--- config.mk ---
export PLATFORM = sky130hd
export DESIGN_NAME = id_stage_pipe
export DESIGN_NICKNAME = d
export VERILOG_FILES = /design/src/rtl/id_pkg.sv /design/src/rtl/regfile_bypass.sv /design/src/rtl/id_stage_pipe.sv
export SDC_FILE = /design/constraint.sdc
export NUM_CORES = 2
export LEC_CHECK = 0
export BUFFER_PORTS_ARGS = -buffer_cell sky130_fd_sc_hd__buf_2
export CORE_ASPECT_RATIO = 0.75
export CORE_MARGIN = 3
export CORE_UTILIZATION = 45
export CTS_BUF_LIST = sky130_fd_sc_hd__clkbuf_16
export DETAILED_ROUTE_END_ITERATION = 12
export GPL_TIMING_DRIVEN = 0
export PLACE_DENSITY = 0.64
export SYNTH_ARGS = -nofsm -noshare
export SYNTH_HDL_FRONTEND = slang
export SYNTH_SLANG_ARGS = --single-unit
--- constraint.sdc ---
create_clock -name clk -period 2.7 [get_ports clk]
set_input_delay 0.405 -clock clk [delete_from_list [all_inputs] [get_ports clk]]
set_output_delay 0.405 -clock clk [all_outputs]
set_load 0.05 [all_outputs]
--- src/rtl/id_pkg.sv ---
// Shared constants, control-bundle bit map and instruction field decode for the ID stage.
package id_pkg;

    localparam int unsigned CTRL_WIDTH    = 11;
    localparam int unsigned CTRL_REGDST   = 0;
    localparam int unsigned CTRL_ALUSRC   = 1;
    localparam int unsigned CTRL_MEMTOREG = 2;
    localparam int unsigned CTRL_REGWRITE = 3;
    localparam int unsigned CTRL_MEMREAD  = 4;
    localparam int unsigned CTRL_MEMWRITE = 5;
    localparam int unsigned CTRL_BRANCH   = 6;
    localparam int unsigned CTRL_ALUOP_LO = 7;
    localparam int unsigned CTRL_ALUOP_HI = 10;

    localparam int unsigned INSTR_W  = 32;
    localparam int unsigned OPC_HI   = 31;
    localparam int unsigned OPC_LO   = 26;
    localparam int unsigned RS_HI    = 25;
    localparam int unsigned RS_LO    = 21;
    localparam int unsigned RT_HI    = 20;
    localparam int unsigned RT_LO    = 16;
    localparam int unsigned RD_HI    = 15;
    localparam int unsigned RD_LO    = 11;
    localparam int unsigned FUNCT_HI = 5;
    localparam int unsigned FUNCT_LO = 0;
    localparam int unsigned IMM_HI   = 15;
    localparam int unsigned IMM_LO   = 0;

    // All-ones pattern; truncated to the counter width to get the saturation value.
    localparam logic [63:0] CNT_SAT_FULL = '1;

    typedef struct packed {
        logic [5:0]  opcode;
        logic [4:0]  rs;
        logic [4:0]  rt;
        logic [4:0]  rd;
        logic [5:0]  funct;
        logic [15:0] imm;
    } instr_fields_t;

    function automatic instr_fields_t decode_fields(input logic [INSTR_W-1:0] instr);
        instr_fields_t f;
        f.opcode = instr[OPC_HI:OPC_LO];
        f.rs     = instr[RS_HI:RS_LO];
        f.rt     = instr[RT_HI:RT_LO];
        f.rd     = instr[RD_HI:RD_LO];
        f.funct  = instr[FUNCT_HI:FUNCT_LO];
        f.imm    = instr[IMM_HI:IMM_LO];
        return f;
    endfunction

endpackage

--- src/rtl/regfile_bypass.sv ---
// Register file with r0 hardwired to zero and write-through bypass on both read ports.
module regfile_bypass #(
    parameter int unsigned XLEN  = 32,
    parameter int unsigned NREGS = 32
) (
    input  logic                      clk,
    input  logic                      reset_n,
    input  logic                      wb_en,
    input  logic [$clog2(NREGS)-1:0]  wb_addr,
    input  logic [XLEN-1:0]           wb_data,
    input  logic [$clog2(NREGS)-1:0]  rs_addr,
    input  logic [$clog2(NREGS)-1:0]  rt_addr,
    output logic [XLEN-1:0]           rs_data_c,
    output logic [XLEN-1:0]           rt_data_c
);

    logic [XLEN-1:0] regs [NREGS];

    // Write port; r0 is never written so it reads back as zero.
    always_ff @(posedge clk or negedge reset_n) begin
        if (!reset_n) begin
            for (int i = 0; i < int'(NREGS); i++) begin
                regs[i] <= '0;
            end
        end else if (wb_en && (wb_addr != '0)) begin
            regs[wb_addr] <= wb_data;
        end
    end

    // Read ports; a same-cycle write to the addressed register is forwarded.
    always_comb begin
        rs_data_c = '0;
        rt_data_c = '0;
        if (rs_addr != '0) begin
            rs_data_c = (wb_en && (wb_addr == rs_addr)) ? wb_data : regs[rs_addr];
        end
        if (rt_addr != '0) begin
            rt_data_c = (wb_en && (wb_addr == rt_addr)) ? wb_data : regs[rt_addr];
        end
    end

endmodule

--- src/rtl/id_stage_pipe.sv ---
// Decode stage: register read, immediate/branch-target generation, and the ID/EX
// pipeline register with load-use stall, branch flush and saturating event counters.
module id_stage_pipe
    import id_pkg::*;
#(
    parameter int unsigned XLEN   = 32,
    parameter int unsigned NREGS  = 32,
    parameter int unsigned CTRL_W = CTRL_WIDTH,
    parameter int unsigned CNT_W  = 16
) (
    input  logic                      clk,
    input  logic                      reset_n,
    input  logic                      in_valid,
    output logic                      in_ready,
    input  logic [XLEN-1:0]           in_pc,
    input  logic [31:0]               in_instr,
    input  logic [CTRL_W-1:0]         in_ctrl,
    input  logic                      flush,
    input  logic                      wb_en,
    input  logic [$clog2(NREGS)-1:0]  wb_addr,
    input  logic [XLEN-1:0]           wb_data,
    output logic                      out_valid,
    input  logic                      out_ready,
    output logic [XLEN-1:0]           out_rs_data,
    output logic [XLEN-1:0]           out_rt_data,
    output logic [XLEN-1:0]           out_imm,
    output logic [4:0]                out_rs,
    output logic [4:0]                out_rt,
    output logic [4:0]                out_rd,
    output logic [5:0]                out_opcode,
    output logic [5:0]                out_funct,
    output logic [XLEN-1:0]           out_branch_target,
    output logic [CTRL_W-1:0]         out_ctrl,
    output logic [CNT_W-1:0]          stall_cnt,
    output logic [CNT_W-1:0]          flush_cnt
);

    localparam int unsigned AW = $clog2(NREGS);
    localparam logic [CNT_W-1:0] CNT_SAT = CNT_W'(CNT_SAT_FULL);

    instr_fields_t      fields;
    logic [XLEN-1:0]    rs_data;
    logic [XLEN-1:0]    rt_data;
    logic signed [15:0] imm_s;
    logic [XLEN-1:0]    imm_ext;
    logic [XLEN-1:0]    branch_target;
    logic               hazard;
    logic               accept;
    logic               stall_ev;

    assign fields = decode_fields(in_instr);

    regfile_bypass #(
        .XLEN  (XLEN),
        .NREGS (NREGS)
    ) u_regfile (
        .clk       (clk),
        .reset_n   (reset_n),
        .wb_en     (wb_en),
        .wb_addr   (wb_addr),
        .wb_data   (wb_data),
        .rs_addr   (fields.rs[AW-1:0]),
        .rt_addr   (fields.rt[AW-1:0]),
        .rs_data_c (rs_data),
        .rt_data_c (rt_data)
    );

    assign imm_s         = fields.imm;
    assign imm_ext       = XLEN'(imm_s);
    assign branch_target = in_pc + (imm_ext << 2);

    // Load in ID/EX whose destination feeds this instruction; rt match is conservative.
    assign hazard = in_valid && out_valid && out_ctrl[CTRL_MEMREAD] && (out_rt != 5'd0)
                    && ((out_rt == fields.rs) || (out_rt == fields.rt));

    assign in_ready = !flush && !hazard && (!out_valid || out_ready);
    assign accept   = in_valid && in_ready;
    assign stall_ev = !flush && hazard && out_ready;

    // ID/EX register; payload is only written on accept so it stays stable while held.
    always_ff @(posedge clk or negedge reset_n) begin
        if (!reset_n) begin
            out_valid         <= 1'b0;
            out_rs_data       <= '0;
            out_rt_data       <= '0;
            out_imm           <= '0;
            out_rs            <= '0;
            out_rt            <= '0;
            out_rd            <= '0;
            out_opcode        <= '0;
            out_funct         <= '0;
            out_branch_target <= '0;
            out_ctrl          <= '0;
        end else if (flush) begin
            out_valid <= 1'b0;
        end else if (accept) begin
            out_valid         <= 1'b1;
            out_rs_data       <= rs_data;
            out_rt_data       <= rt_data;
            out_imm           <= imm_ext;
            out_rs            <= fields.rs;
            out_rt            <= fields.rt;
            out_rd            <= fields.rd;
            out_opcode        <= fields.opcode;
            out_funct         <= fields.funct;
            out_branch_target <= branch_target;
            out_ctrl          <= in_ctrl;
        end else if (out_ready) begin
            out_valid <= 1'b0;
        end
    end

    // Saturating event counters.
    always_ff @(posedge clk or negedge reset_n) begin
        if (!reset_n) begin
            stall_cnt <= '0;
            flush_cnt <= '0;
        end else begin
            if (flush && (flush_cnt != CNT_SAT)) begin
                flush_cnt <= flush_cnt + CNT_W'(1);
            end
            if (stall_ev && (stall_cnt != CNT_SAT)) begin
                stall_cnt <= stall_cnt + CNT_W'(1);
            end
        end
    end

endmodule

==> impl_table.tex <==
\begin{tabular}{lr}
\hline
Metric & Value \\
\hline
\multicolumn{2}{l}{\textbf{Logic synthesis}} \\
\quad Distinct cell type count after synthesis & a little over 60 \\
\quad Cell with the most instances after synthesis & sky130\_fd\_sc\_hd\_\_dfrtp\_1 \\
\quad Fraction of registers with async set or reset after synthesis & 1.000 \\
\quad Top cells by instance count after synthesis & sky130\_fd\_sc\_hd\_\_dfrtp\_1, sky130\_fd\_sc\_hd\_\_mux2\_2, sky130\_fd\_sc\_hd\_\_mux4\_2, sky130\_fd\_sc\_hd\_\_nand2\_1, sky130\_fd\_sc\_hd\_\_clkbuf\_1 \\
\quad Biggest area contributors in the synthesized netlist & sky130\_fd\_sc\_hd\_\_dfrtp\_1, sky130\_fd\_sc\_hd\_\_mux4\_2, sky130\_fd\_sc\_hd\_\_mux2\_2 \\
\quad Synthesized area & 62990 µm² \\
\quad Synth Net Count & 4367 \\
\quad Total of warnings raised by yosys & 0 \\
\quad Post-synth top area cell & sky130\_fd\_sc\_hd\_\_dfrtp\_1 \\
\quad Number of instances in the synthesized netlist & 4217 \\
\quad Number of flip-flops and latches in the synthesized netlist & 1196 \\
\quad Predominant post-synthesis flop cell & sky130\_fd\_sc\_hd\_\_dfrtp\_1 \\
\quad Share of the yosys chip area belonging to registers & 0.4751 \\
\quad Number of enable-type register cells in the synthesized netlist & 0 \\
\quad Mean cell area of the mapped netlist & around 15 µm² \\
\quad Portion of synthesized cell area occupied by the leading cell type & 0.4751 \\
\multicolumn{2}{l}{\textbf{Worst setup path}} \\
\quad Critical Path AT & 3.45 ns \\
\quad Endpoint class of the critical path & flop \\
\quad Crit Path Class & in -> reg \\
\quad Worst Reg-to-Reg Cells & 11 \\
\quad Worst setup SP type & primary input \\
\quad Crit path required time & roughly 3.3 ns \\
\quad Flop-to-flop setup slack & about 0.05 ns \\
\quad CP Max Fanout & 10 \\
\quad Critical register-to-register path endpoint & out\_rt\_data[14]\$\_DFFE\_PN0P\_ \\
\quad R2R Path Start & out\_rt[2]\$\_DFFE\_PN0P\_ \\
\multicolumn{2}{l}{\textbf{Die}} \\
\quad Die Width & 438.0 µm \\
\quad Total I/O pin count & 318 \\
\quad Overall die area & 144600 µm² \\
\quad Initial core utilization & 0.4549 \\
\quad Die Y & 330.0 µm \\
\quad Rows & 118 \\
\quad Core area & about 140000 µm² \\
\multicolumn{2}{l}{\textbf{GRT}} \\
\quad Initial antenna violation count & 3 \\
\quad All-layer global routing usage & 0.3077 \\
\quad Largest net degree at the start of global routing & $\sim$160 \\
\quad Global-route wire length before repair & approximately 320000 µm \\
\quad Aggregate global routing overflow & 0 \\
\quad Number of global-route vias before repair & $\sim$43000 \\
\multicolumn{2}{l}{\textbf{Clock tree}} \\
\quad Clock root cell & sky130\_fd\_sc\_hd\_\_clkbuf\_16 \\
\quad Clock tree from TritonCTS & built \\
\quad Clock slew seen by the registers of the worst setup and hold paths & 0.06 ns \\
\quad CTS Hold Bufs & 59 \\
\quad Number of sinks handled by clock tree synthesis & 1196 \\
\quad Inserted Clock Buffers & 121 \\
\quad H-tree levels & 3 \\
\quad Insertion delay of the later-clocked pin in the worst-skew pair & 0.78 ns \\
\quad Bufs on Longest Clock Path & 3 \\
\multicolumn{2}{l}{\textbf{Placed design}} \\
\quad Routability Congestion & 0.9369 \\
\quad Post-detail-place hpwl & approximately 150000 µm \\
\quad I/O Buffers & 301 \\
\multicolumn{2}{l}{\textbf{Min path}} \\
\quad Type of the most critical hold path & in -> async \\
\multicolumn{2}{l}{\textbf{Power}} \\
\quad Power per unit of standard cell area & 756.1 nW/µm² \\
\quad Total chip power & $\sim$55 mW \\
\quad Leakage Power & 32.03 nW \\
\quad Worst ir drop on vdd & 0.7433 mV \\
\multicolumn{2}{l}{\textbf{Routing}} \\
\quad DR vias & 42930 \\
\quad Drt first pass iters & 6 \\
\quad ANT nets after route & 0 \\
\quad Average detailed-routed wire length per instance & 33.23 µm \\
\quad Via density per instance & $\sim$6.4 \\
\quad DRC viols & 0 \\
\quad Total detailed-routing wirelength & between 200000 and 250000 µm \\
\quad Starting DRC count in detailed routing & 5107 \\
\multicolumn{2}{l}{\textbf{Timing}} \\
\quad Number of max-slew violations in the final report & 0 \\
\quad Number of endpoints with negative hold slack in the final report & 109 \\
\quad Setup repair after global routing missed its margin & true \\
\quad Min Hold Slack & -0.3966 ns \\
\quad Worst-margin pin slew & 1.487 ns \\
\quad Slack of the critical path & -0.1318 ns \\
\quad Clock period minus worst slack & 2.832 ns \\
\quad Final setup skew & 0.03299 ns \\
\quad Relative slew slack & 0.008958 \\
\quad Fraction of the cycle the final worst path needs & 1.049 \\
\quad \# setup viols final & 8 \\
\quad Maximum clock frequency & roughly 0.35 GHz \\
\multicolumn{2}{l}{\textbf{Run status}} \\
\quad Result of the run & complete, but fails checks \\
\quad Violated checks & negative hold slack, max-capacitance violations, negative setup slack \\
\multicolumn{2}{l}{\textbf{Final layout}} \\
\quad Layout cell share with drive strength beyond 1 & 0.4911 \\
\quad Net count, final & 4889 \\
\quad Signed area change from the synthesized netlist to the final layout & 14.61\% \\
\multicolumn{2}{l}{\textbf{Run}} \\
\quad Max-cap violations & 1 \\
\hline
\end{tabular}
==> sequential cells by signal, indices dropped and copies added, names as in the netlist, 11 cells and up <==
register	flops
stall_cnt	16
out_imm	16
out_rs_data	32
flush_cnt	16
out_branch_target	32
u_regfile.regs	1024
out_rt_data	32
out_ctrl	11
==> power breakdown <==
| part | internal (mW) | total (mW) | switching [mW] |
|---|---|---|---|
| logic | 6.99 | 14.2 | 7.24 |
| clock network | 9.07 | 16.5 | 7.43 |
| registers | 21.4 | 23.9 | 2.49 |
==> cells in the final DEF (no fill, tap or decap), drive strengths merged, types with 16 or more instances in the layout <==
cell / n
nand2: 345
xor2: 37
mux2: 997
o21ai: 173
mux4: 640
dfrtp: 1196
mux2i: 64
xnor2: 34
inv: 45
nor2: 38
ha: 31
buf: 526
nand3: 28
a21oi: 28
nand4: 16
clkbuf: 391
dlygate4sd3: 59
clkinv: 48
==> cell families (layout without fill, tap and decap cells) <==
logic type | Yosys count | after routing | share of synthesized area
flip-flops | 1196 | 1196 | 0.4751
multiplexers | 1701 | 1701 | 0.4172
other | 0 | 4 | 0
XOR/XNOR | 71 | 71 | 0.009872
adder cells (fa/ha/maj) | 32 | 32 | 0.006475
AO/OA/AOI/OAI | 251 | 251 | 0.02235
buffers and inverters | 473 | 1088 | 0.03526
AND/OR/NAND/NOR | 493 | 493 | 0.03375
==> per-layer routing <==
metal	track usage	vias up	share of wire
met5	0	-	0.000036
met4	0.1237	2	0.047
met3	0.1026	484	0.11
met2	0.4465	2354	0.43
met1	0.4280	23080	0.41
li1	-	17020	-
==> metrics by stage <==
stage	utilization	setup WS [ns]	cell area, µm²	cells	setup TNS, ns
CTS	0.5194	-0.1457	71940	6680	-0.2118
global route	0.5213	-0.1855	72190	6693	-0.1879
global placement	0.4826	-25.57	66830	6378	-
floorplan	-	0.1026	63000	4217	0
finish	0.5213	-0.1318	72200	6696	-0.4162
detailed placement	0.4850	-2.186	67170	6391	-483.90
==> area by class of cell <==
class,instances,area [µm²]
Clock inverter,94,695.7
Timing Repair Buffer,399,2736
Sequential cell,1196,29940
Inverter,10,37.54
Fill cell,11660,66290
Tap cell,1860,2327
Clock buffer,122,3053
Antenna cell,4,10.01
Buffer,463,2436
Multi-Input combinational cell,2548,30970
==> repair_timing <==
action | 4_1_cts | 5_1_grt
setup buffers | 14 | 7
resized for setup | 129 | 54
cloned | 0 | 2
pin swaps | 6 | 4
endpoints found under the setup margin | 141 | 292
endpoints found under the hold margin | 170 | 109
==> worst max-delay path, stage by stage <==
cell                       delay (ns)
sky130_fd_sc_hd__buf_2           0.32
sky130_fd_sc_hd__clkbuf_2        0.45
sky130_fd_sc_hd__clkbuf_2        0.48
sky130_fd_sc_hd__mux4_2          0.38
sky130_fd_sc_hd__mux4_2          0.52
sky130_fd_sc_hd__mux2i_1         0.45
sky130_fd_sc_hd__nand2_1         0.12
sky130_fd_sc_hd__o21ai_0         0.21
sky130_fd_sc_hd__o21ai_1         0.10
==> worst max-delay path by stage <==
stage,from,endpoint,slack (ns),cells past startpoint
floorplan,out_rt[1]$_DFFE_PN0P_,in_ready,0.10,4
global placement,reset_n,u_regfile.regs[775]$_DFFE_PN0P_,-25.57,1
detailed placement,in_instr[17],out_rt_data[0]$_DFFE_PN0P_,-2.19,8
CTS,out_rt[2]$_DFFE_PN0P_,in_ready,-0.15,5
global route,out_rt[2]$_DFFE_PN0P_,in_ready,-0.19,5
finish,in_instr[23],out_rs_data[13]$_DFFE_PN0P_,-0.13,9
(Power assumes the default switching activity.)
